==> src/rtl/mc_controller_pkg.sv <==
// Shared encodings for the multicycle RISC-V control unit: FSM states, opcodes,
// datapath mux selects and the ALU operation codes.
package mc_controller_pkg;

  localparam logic [3:0] S_FETCH    = 4'd0;
  localparam logic [3:0] S_DECODE   = 4'd1;
  localparam logic [3:0] S_MEMADR   = 4'd2;
  localparam logic [3:0] S_MEMREAD  = 4'd3;
  localparam logic [3:0] S_MEMWB    = 4'd4;
  localparam logic [3:0] S_MEMWRITE = 4'd5;
  localparam logic [3:0] S_EXECR    = 4'd6;
  localparam logic [3:0] S_EXECI    = 4'd7;
  localparam logic [3:0] S_ALUWB    = 4'd8;
  localparam logic [3:0] S_BEQ      = 4'd9;
  localparam logic [3:0] S_JAL      = 4'd10;
  localparam logic [3:0] S_HALT     = 4'd11;

  localparam logic [6:0] OP_LW  = 7'b0000011;
  localparam logic [6:0] OP_SW  = 7'b0100011;
  localparam logic [6:0] OP_R   = 7'b0110011;
  localparam logic [6:0] OP_I   = 7'b0010011;
  localparam logic [6:0] OP_BEQ = 7'b1100011;
  localparam logic [6:0] OP_JAL = 7'b1101111;

  localparam logic [1:0] ALUOP_ADD   = 2'b00;
  localparam logic [1:0] ALUOP_SUB   = 2'b01;
  localparam logic [1:0] ALUOP_FUNCT = 2'b10;

  localparam logic [1:0] RES_ALUOUT    = 2'b00;
  localparam logic [1:0] RES_DATA      = 2'b01;
  localparam logic [1:0] RES_ALURESULT = 2'b10;

  localparam logic [1:0] SRCA_PC    = 2'b00;
  localparam logic [1:0] SRCA_OLDPC = 2'b01;
  localparam logic [1:0] SRCA_RD1   = 2'b10;

  localparam logic [1:0] SRCB_RD2  = 2'b00;
  localparam logic [1:0] SRCB_IMM  = 2'b01;
  localparam logic [1:0] SRCB_FOUR = 2'b10;

  localparam logic [1:0] IMM_I = 2'b00;
  localparam logic [1:0] IMM_S = 2'b01;
  localparam logic [1:0] IMM_B = 2'b10;
  localparam logic [1:0] IMM_J = 2'b11;

  localparam logic [3:0] ALU_ADD = 4'b0000;
  localparam logic [3:0] ALU_SUB = 4'b1000;
  localparam logic [3:0] ALU_SRL = 4'b0101;
  localparam logic [3:0] ALU_SRA = 4'b1101;

  typedef struct packed {
    logic       pc_update;
    logic       branch;
    logic       adr_src;
    logic       mem_write;
    logic       ir_write;
    logic       reg_write;
    logic       illegal;
    logic [1:0] result_src;
    logic [1:0] alu_src_a;
    logic [1:0] alu_src_b;
    logic [1:0] alu_op;
  } ctrl_t;

  function automatic logic [1:0] imm_src(input logic [6:0] opcode);
    case (opcode)
      OP_SW:   return IMM_S;
      OP_BEQ:  return IMM_B;
      OP_JAL:  return IMM_J;
      default: return IMM_I;
    endcase
  endfunction

endpackage

==> src/rtl/mc_controller_aludec.sv <==
// ALU decoder: maps ALUOp plus the instruction function fields to ALUControl.
module mc_controller_aludec
  import mc_controller_pkg::*;
(
  input  logic       opb5,
  input  logic [2:0] funct3,
  input  logic       funct7b5,
  input  logic [1:0] alu_op,
  output logic [3:0] alu_control
);

  always_comb begin
    alu_control = ALU_ADD;
    case (alu_op)
      ALUOP_ADD: alu_control = ALU_ADD;
      ALUOP_SUB: alu_control = ALU_SUB;
      ALUOP_FUNCT: begin
        case (funct3)
          // bit 30 only means subtract for register-register ops; in I-type it is immediate data
          3'b000:  alu_control = (opb5 & funct7b5) ? ALU_SUB : ALU_ADD;
          3'b101:  alu_control = funct7b5 ? ALU_SRA : ALU_SRL;
          default: alu_control = {1'b0, funct3};
        endcase
      end
      default: alu_control = ALU_ADD;
    endcase
  end

endmodule

==> src/rtl/mc_controller.sv <==
// Multicycle control unit: Moore main FSM sequencing the shared datapath, with a
// memory-ready stall handshake and a sticky illegal-opcode halt.
module mc_controller
  import mc_controller_pkg::*;
(
  input  logic       clk,
  input  logic       reset,
  input  logic [6:0] op,
  input  logic [2:0] funct3,
  input  logic       funct7b5,
  input  logic       Zero,
  input  logic       MemReady,
  output logic       PCWrite,
  output logic       AdrSrc,
  output logic       MemWrite,
  output logic       IRWrite,
  output logic [1:0] ResultSrc,
  output logic [1:0] ALUSrcA,
  output logic [1:0] ALUSrcB,
  output logic [1:0] ImmSrc,
  output logic       RegWrite,
  output logic [3:0] ALUControl,
  output logic       Illegal
);

  logic [3:0] state_reg, state_next;
  ctrl_t      ctrl;

  always_ff @(posedge clk) begin
    if (reset) state_reg <= S_FETCH;
    else       state_reg <= state_next;
  end

  always_comb begin
    state_next = state_reg;
    case (state_reg)
      S_FETCH:    if (MemReady) state_next = S_DECODE;
      S_DECODE: begin
        case (op)
          OP_LW, OP_SW: state_next = S_MEMADR;
          OP_R:         state_next = S_EXECR;
          OP_I:         state_next = S_EXECI;
          OP_BEQ:       state_next = S_BEQ;
          OP_JAL:       state_next = S_JAL;
          default:      state_next = S_HALT;
        endcase
      end
      S_MEMADR:   state_next = (op == OP_LW) ? S_MEMREAD : S_MEMWRITE;
      S_MEMREAD:  if (MemReady) state_next = S_MEMWB;
      S_MEMWB:    state_next = S_FETCH;
      S_MEMWRITE: if (MemReady) state_next = S_FETCH;
      S_EXECR:    state_next = S_ALUWB;
      S_EXECI:    state_next = S_ALUWB;
      S_ALUWB:    state_next = S_FETCH;
      S_BEQ:      state_next = S_FETCH;
      S_JAL:      state_next = S_ALUWB;
      S_HALT:     state_next = S_HALT;
      default:    state_next = S_FETCH;
    endcase
  end

  always_comb begin
    ctrl = '0;
    case (state_reg)
      S_FETCH: begin
        ctrl.alu_src_b  = SRCB_FOUR;
        ctrl.result_src = RES_ALURESULT;
        ctrl.ir_write   = MemReady;
        ctrl.pc_update  = MemReady;
      end
      S_DECODE: begin
        ctrl.alu_src_a = SRCA_OLDPC;
        ctrl.alu_src_b = SRCB_IMM;
      end
      S_MEMADR: begin
        ctrl.alu_src_a = SRCA_RD1;
        ctrl.alu_src_b = SRCB_IMM;
      end
      S_MEMREAD: begin
        ctrl.adr_src    = 1'b1;
        ctrl.result_src = RES_ALUOUT;
      end
      S_MEMWB: begin
        ctrl.result_src = RES_DATA;
        ctrl.reg_write  = 1'b1;
      end
      S_MEMWRITE: begin
        ctrl.adr_src    = 1'b1;
        ctrl.result_src = RES_ALUOUT;
        ctrl.mem_write  = 1'b1;
      end
      S_EXECR: begin
        ctrl.alu_src_a = SRCA_RD1;
        ctrl.alu_src_b = SRCB_RD2;
        ctrl.alu_op    = ALUOP_FUNCT;
      end
      S_EXECI: begin
        ctrl.alu_src_a = SRCA_RD1;
        ctrl.alu_src_b = SRCB_IMM;
        ctrl.alu_op    = ALUOP_FUNCT;
      end
      S_ALUWB: begin
        ctrl.result_src = RES_ALUOUT;
        ctrl.reg_write  = 1'b1;
      end
      S_BEQ: begin
        ctrl.alu_src_a  = SRCA_RD1;
        ctrl.alu_src_b  = SRCB_RD2;
        ctrl.alu_op     = ALUOP_SUB;
        ctrl.result_src = RES_ALUOUT;
        ctrl.branch     = 1'b1;
      end
      S_JAL: begin
        // ALU forms OldPC+4 for the link register while ALUOut already holds the target
        ctrl.alu_src_a  = SRCA_OLDPC;
        ctrl.alu_src_b  = SRCB_FOUR;
        ctrl.result_src = RES_ALUOUT;
        ctrl.pc_update  = 1'b1;
      end
      S_HALT:  ctrl.illegal = 1'b1;
      default: ctrl = '0;
    endcase
  end

  mc_controller_aludec aludec (
    .opb5        (op[5]),
    .funct3      (funct3),
    .funct7b5    (funct7b5),
    .alu_op      (ctrl.alu_op),
    .alu_control (ALUControl)
  );

  // Write strobes are masked by reset so a pending write never completes during reset
  assign PCWrite   = ~reset & (ctrl.pc_update | (ctrl.branch & Zero));
  assign MemWrite  = ~reset & ctrl.mem_write;
  assign IRWrite   = ~reset & ctrl.ir_write;
  assign RegWrite  = ~reset & ctrl.reg_write;
  assign Illegal   = ~reset & ctrl.illegal;
  assign AdrSrc    = ctrl.adr_src;
  assign ResultSrc = ctrl.result_src;
  assign ALUSrcA   = ctrl.alu_src_a;
  assign ALUSrcB   = ctrl.alu_src_b;
  assign ImmSrc    = imm_src(op);

endmodule

==> config.mk <==
export PLATFORM = sky130hd
export DESIGN_NAME = mc_controller
export DESIGN_NICKNAME = d
export VERILOG_FILES = /design/src/rtl/mc_controller_pkg.sv /design/src/rtl/mc_controller_aludec.sv /design/src/rtl/mc_controller.sv
export SDC_FILE = /design/constraint.sdc
export NUM_CORES = 1
export LEC_CHECK = 0
export ABC_AREA = 1
export CAP_MARGIN = 20
export CELL_PAD_IN_SITES_DETAIL_PLACEMENT = 2
export CELL_PAD_IN_SITES_GLOBAL_PLACEMENT = 2
export CORE_ASPECT_RATIO = 0.75
export CORE_UTILIZATION = 18
export DETAILED_ROUTE_END_ITERATION = 8
export GPL_ROUTABILITY_DRIVEN = 1
export HOLD_SLACK_MARGIN = 0.1
export PLACE_DENSITY = 0.78
export REMOVE_ABC_BUFFERS = 1
export SLEW_MARGIN = 20
export SYNTH_ARGS = -nofsm -noshare
export SYNTH_HDL_FRONTEND = slang
export SYNTH_HIERARCHICAL = 1
export SYNTH_SLANG_ARGS = --single-unit
==> constraint.sdc <==
create_clock -name clk -period 2.3 [get_ports clk]
set_input_delay 0.46 -clock clk [delete_from_list [all_inputs] [get_ports clk]]
set_output_delay 0.46 -clock clk [all_outputs]
set_load 0.005 [all_outputs]
==> metrics.txt, run 1 <==
status=finished, final reports clean; cts hold-fix bufs=0; CP most frequent cell=clkdlybuf4s50_1; final setup fails=0; ANT cells=0; first-pass GRT wire length=4.457 mm; Post-Syn Area=659.4 sq um; CTS buffer count=3; Design Area, Final=1189 sq um; die extent in x=71.89 um; Root Buffer=clkbuf_8; HP Start=state_reg[1]$_SDFFE_PP0P_; commonest non-fill, non-tap cell in the layout=nand2_1; die span in y=54.42 um; antenna violations before repair=0; DR vias=894; Worst-path clk slew=0.03 ns; Hold EP=state_reg[3]$_SDFFE_PP0P_; clock sinks=4; Wirelength per Cell=12.56 um; Starting Density=0.1939; Syn Area/Cell=5.636 sq um; fmax=447.9 MHz; # rows=18; fin crit share=0.9708; Max Cap Viol=0; YS warnings=6; Overall Power=929.6 uW; Ports=33; clk_lat worst skew=0.21 ns; sequential-to-total area share from yosys stat=0.1214; clk buf depth=2; worst endpoint required time=1.84 ns; clock skew=0.002250 ns; HPWL after DPL=2.287 mm; Mapped Cells=117; total grt overflow=0; Worst path slowest cell=clkdlybuf4s50_1; vias in the first global route=977; Reg2Reg Depth=9; pin count of the biggest net entering global routing=8; element type at the critical path end=primary output; Pwr per Cell Area=782.1 nW/um^2; most frequent cells in the layout=nand2_1 (29), clkdlybuf4s50_1 (23), inv_1 (18), buf_4 (18), nor2_1 (12); Tmin final=2.233 ns; Pleak=0.0005833 uW; GRT Total Usage=0.1469; Nets=181; Hold Path Stages=3; # port buffers=32; max FFs per register=4; ANT nets after route=0; CTS tree=done; CP peak stage delay=0.52 ns; DRC errors left=0; Yosys cell types=28; DP Area=1110 sq um; share of cells above drive strength 1=0.3025; DR vias/cell=4.217; worst-path cell chain=clkdlybuf4s50_1 > buf_4 > nor2_1 > clkdlybuf4s50_1; Crit Path Class=input pin to primary output; Die Area=3912 sq um; Critical Path AT=1.77 ns; Routed WL=2.663 mm; RSZ-0062 raised after global routing=false; hold slack=0.7361 ns; RR Endpoint=state_reg[2]$_SDFFE_PP0P_; relative slew slack=0.8498; Synth Register Bits=4; core area=3401 sq um; Least-Margin Pin Slew=0.2245 ns; Max FO, Critical Path=7; Area Growth Syn to Fin=80.27%; Setup crit start kind=input pin; drt pass-1 iters=4; R2R Setup Slk=1.00 ns; Core Util, Final=0.3495; VDD IR max=0.2249 mV; Worst R2R Start=state_reg[2]$_SDFFE_PP0P_; Placer Congestion=0.8157; endpoints failing hold=0; H-tree depth=1; First DRT Iteration DRCs=12; Hold Path Class=flip-flop to flip-flop; max-slew violation count=0
per-stage QoR:
step | setup TNS, ns | instances | setup slack (ns)
after CTS | 0 | 212 | 0.05904
after global routing | 0 | 212 | 0.02111
after floorplan | 0 | 109 | 0.4604
after detailed placement | -0.3047 | 208 | -0.1360
after global placement | -0.03595 | 208 | -0.02527
final | 0 | 212 | 0.06713
repair_timing:
action / in CTS / in global routing
setup buffers: 1 / 0
setup endpoints to repair: 6 / 7
pin swaps: 3 / 1
resized for setup: 14 / 9
final cells by class:
class | count | area [sq um]
well taps | 50 | 62.56
flip-flops and latches | 4 | 80.08
repair buffers | 50 | 447.9
multi-input cells | 81 | 466.7
clock buffers | 3 | 41.29
fillers | 408 | 2212
inverters | 24 | 90.09
worst max path at each step:
stage | startpoint | endpoint | cells past startpoint
after floorplan | state_reg[2]$_SDFFE_PP0P_ | ALUControl[3] | 8
after global placement | op[1] | ImmSrc[0] | 5
after detailed placement | op[4] | ImmSrc[0] | 7
after CTS | reset | IRWrite | 4
after global routing | state_reg[2]$_SDFFE_PP0P_ | RegWrite | 5
final | reset | IRWrite | 4
where the power goes:
group,switching [uW],internal [uW],total [uW]
Sequential,23.4,94.6,118
Combinational,338,329,667
Clock,33.3,111,145
Total,395,535,930
per-layer routing:
layer | vias up | share of wire | GRT usage
met1 | 429 | 0.46 | 0.1792
met3 | 0 | 0.024 | 0.005525
met4 | 0 | 0 | 0.02941
li1 | 447 | - | -
met5 | - | 0 | 0
met2 | 18 | 0.51 | 0.2940
synth_stat cells, drive strengths merged:
master | number | share of area
nand3 | 4 | 0.030
a21oi | 5 | 0.055
nor2 | 21 | 0.16
a41oi | 1 | 0.013
or2 | 1 | 0.0095
a211oi | 1 | 0.011
ha | 2 | 0.038
nand3b | 1 | 0.011
clkbuf | 1 | 0.0057
a31oi | 1 | 0.0095
buf | 7 | 0.085
nand4 | 2 | 0.019
dfxtp | 4 | 0.12
o211ai | 1 | 0.011
nor3 | 3 | 0.023
inv | 24 | 0.14
nand2 | 33 | 0.21
o21ai | 4 | 0.036
a22o | 1 | 0.013
cell families (layout without fill, tap and decap cells):
family          Yosys count  after routing  synth area share
simple gates             65             65            0.4630
compound gates           14             14            0.1499
flops                     4              4            0.1214
fa+ha+maj                 2              2           0.03794
buf+inv                  32             77            0.2277
critical path, delay by kind of cell:
family / cells / cell delay [ns]
buf+inv: 3 / 1.19
simple gates: 1 / 0.11
No activity file was read; power rests on OpenSTA's default activity.
==> run 2: changes to the inputs <==
==> constraint.sdc (replaced) <==
create_clock -name clk -period 2.2 [get_ports clk]
set_input_delay 0.44 -clock clk [delete_from_list [all_inputs] [get_ports clk]]
set_output_delay 0.44 -clock clk [all_outputs]
set_load 0.005 [all_outputs]
==> run 2 against run 1 <==
Wire length is 14% higher; global-route usage up 2.0 points; clock skew shrank 0.0019 ns; final area rose by 4.2%; sequential power hardly changed; hold slack improved by 0.018 ns; worst setup slack got worse by 0.049 ns; critical endpoint is now ALUSrcB[0]; largest power group unchanged; highest routed layer is now met4.
==> metrics.txt, run 2 (synthesized netlist as in run 1, its figures left out) <==
Register Area=80.08 sq um (unchanged); max FFs per register=4 (unchanged); drt pass-1 iters=3 (-1); Final Non-Filler Cells=219 (+3.3%); max-slew violation count=0 (unchanged); HPWL after DPL=2.423 mm (+6.0%); status=finished, final reports clean; endpoints failing hold=0 (unchanged); total grt overflow=0 (unchanged); Worst-path clk slew=0.03 ns (about the same); clk_lat worst skew=0.22 ns (about the same); clock sinks=4 (unchanged); first-pass GRT wire length=4.754 mm (+6.7%); DR vias/cell=4.196 (-0.49%); Least-Margin Pin Slew=0.2167 ns (-0.007843 ns); ANT nets after route=0 (unchanged); RSZ-0062 raised after global routing=true; H-tree depth=1 (unchanged); # port buffers=32 (unchanged); Wirelength per Cell=13.84 um (+10%); Crit path max-delay family=buffers and inverters; cts hold-fix bufs=0 (unchanged); CTS tree=done; Ports=33 (unchanged); clk buf depth=2 (unchanged); core area=3401 sq um (unchanged); Worst path slowest cell=clkdlybuf4s50_1; CTS buffer count=3 (unchanged); Hold Path Class=flip-flop to flip-flop; most frequent cells in the layout=nand2_1 (27), buf_4 (25), inv_1 (17); Fillers=420 (+2.9%); Max Cap Viol=0 (unchanged); die extent in x=71.89 um (unchanged); fin crit share=0.9918; Die Area=3912 sq um (unchanged); pin count of the biggest net entering global routing=8 (unchanged); final setup fails=0 (unchanged); # rows=18 (unchanged); Placer Congestion=0.8527 (+4.5%); antenna violations before repair=0 (unchanged); Pwr per Cell Area=787.5 nW/um^2 (+0.70%); Critical Path AT=1.74 ns (-0.03 ns); Area Growth Syn to Fin=87.86%; pre-CTS WS=-0.2177 ns (-0.08171 ns); worst setup margin=0.01805 ns (-0.04908 ns); clock skew=0.0003316 ns (-0.001918 ns); worst-path cell chain=nand2_2 > buf_4 > nor2_4 > inv_1 > o211ai_1 > clkdlybuf4s50_1; Routed WL=3.032 mm (+14%); WP buf/inv=3 (unchanged); CP peak stage delay=0.54 ns (+0.02 ns); GRT Total Usage=0.1666 (+0.01971); Pleak=0.0006389 uW (+9.5%); die span in y=54.42 um (unchanged); share of cells above drive strength 1=0.3550 (+0.05256); Max FO, Critical Path=5 (-2); worst endpoint required time=1.76 ns (-0.08 ns); DP Cell Count=209 (+0.48%); DR vias=919 (+2.8%); Root Buffer=clkbuf_8; Setup crit start kind=flip-flop; element type at the critical path end=primary output; ANT cells=0 (unchanged); vias in the first global route=1009 (+3.3%); commonest non-fill, non-tap cell in the layout=nand2_1; relative slew slack=0.8540 (+0.004256); Tmin final=2.182 ns; fmax=458.3 MHz; Starting Density=0.1939 (unchanged); Multi-input gate area=464.2 sq um (-0.54%); VDD IR max=0.2526 mV (+12%); Nets=188 (+3.9%); DRC errors left=0 (unchanged); First DRT Iteration DRCs=14 (+2); Crit Path Class=flip-flop to primary output
## run 2: cell count changes in the layout (fill, tap and decap cells not counted), sizes merged
| cell | delta |
|---|---|
| dlygate4sd2 | +3 |
| clkdlybuf4s50 | -8 |
| buf | +7 |
| dlymetal6s2s | +3 |
| clkdlybuf4s15 | +1 |
| clkbuf | +1 |
## run 2: area by class of cell
class                           instances  share of cell area
Tap cell                               50             0.05050
Multi-Input combinational cell         81              0.3747
Clock buffer                            3             0.03333
Timing Repair Buffer                   57              0.4040
Sequential cell                         4             0.06465
Inverter                               24             0.07273
## run 2: final timing paths
check	start	to	slack, ns	depth (start not counted)
hold / removal	state_reg[0]$_SDFFE_PP0P_	state_reg[0]$_SDFFE_PP0P_	0.75	5
hold reg to reg	state_reg[0]$_SDFFE_PP0P_	state_reg[0]$_SDFFE_PP0P_	0.75	5
setup / recovery	state_reg[0]$_SDFFE_PP0P_	ALUSrcB[0]	0.02	6
setup reg to reg	state_reg[2]$_SDFFE_PP0P_	state_reg[0]$_SDFFE_PP0P_	0.90	9
## run 2: power breakdown
group	total (uW)	switching, uW	internal, uW	leakage (uW)
logic	699	357	342	0.000584
registers	121	21.7	98.9	0.0000328
clock network	155	38.8	117	0.0000216
## run 2: tightest hold or removal path, delay by kind of cell (launching register included)
family / cells / cell delay (ns)
flops: 1 / 0.33
compound gates: 2 / 0.17
simple gates: 2 / 0.13
buf+inv: 1 / 0.09
## run 2: through the flow
step	area, sq um	TNS [ns]	utilization	hold WS (ns)	power (uW)
3_5_place_dp	1117	-0.7911	0.3286	0.7590	823.7
3_3_place_gp	1117	-0.3673	0.3286	0.7395	788.5
5_1_grt	1239	-0.3040	0.3642	0.7992	1051
4_1_cts	1219	-0.02377	0.3584	0.7667	985.8
2_1_floorplan	599.3	0	-	0.5024	438.4
6_report	1239	0	0.3642	0.7544	975.5
## run 2: repair_timing
item	CTS	global route
pin swaps	3	3
hold endpoints to repair	0	0
resized for setup	25	12
buffers inserted	6	1
endpoints found under the setup margin	9	9
## run 2: metal layers
layer / part of all wire / GRT usage
met1: 0.43 / 0.1757
met2: 0.53 / 0.3443
met3: 0.027 / 0.02578
met4: 0.020 / 0.05882
met5: 0 / 0
==> run 3: changes to the inputs <==
--- a/config.mk
+++ b/config.mk
@@ -12,7 +12,7 @@
 export CORE_ASPECT_RATIO = 0.75
 export CORE_UTILIZATION = 18
 export DETAILED_ROUTE_END_ITERATION = 8
-export GPL_ROUTABILITY_DRIVEN = 1
+export GPL_ROUTABILITY_DRIVEN = 0
 export HOLD_SLACK_MARGIN = 0.1
 export PLACE_DENSITY = 0.78
 export REMOVE_ABC_BUFFERS = 1
==> results of run 3 <==
Final layout, timing and power as in run 2 (identical DEF).
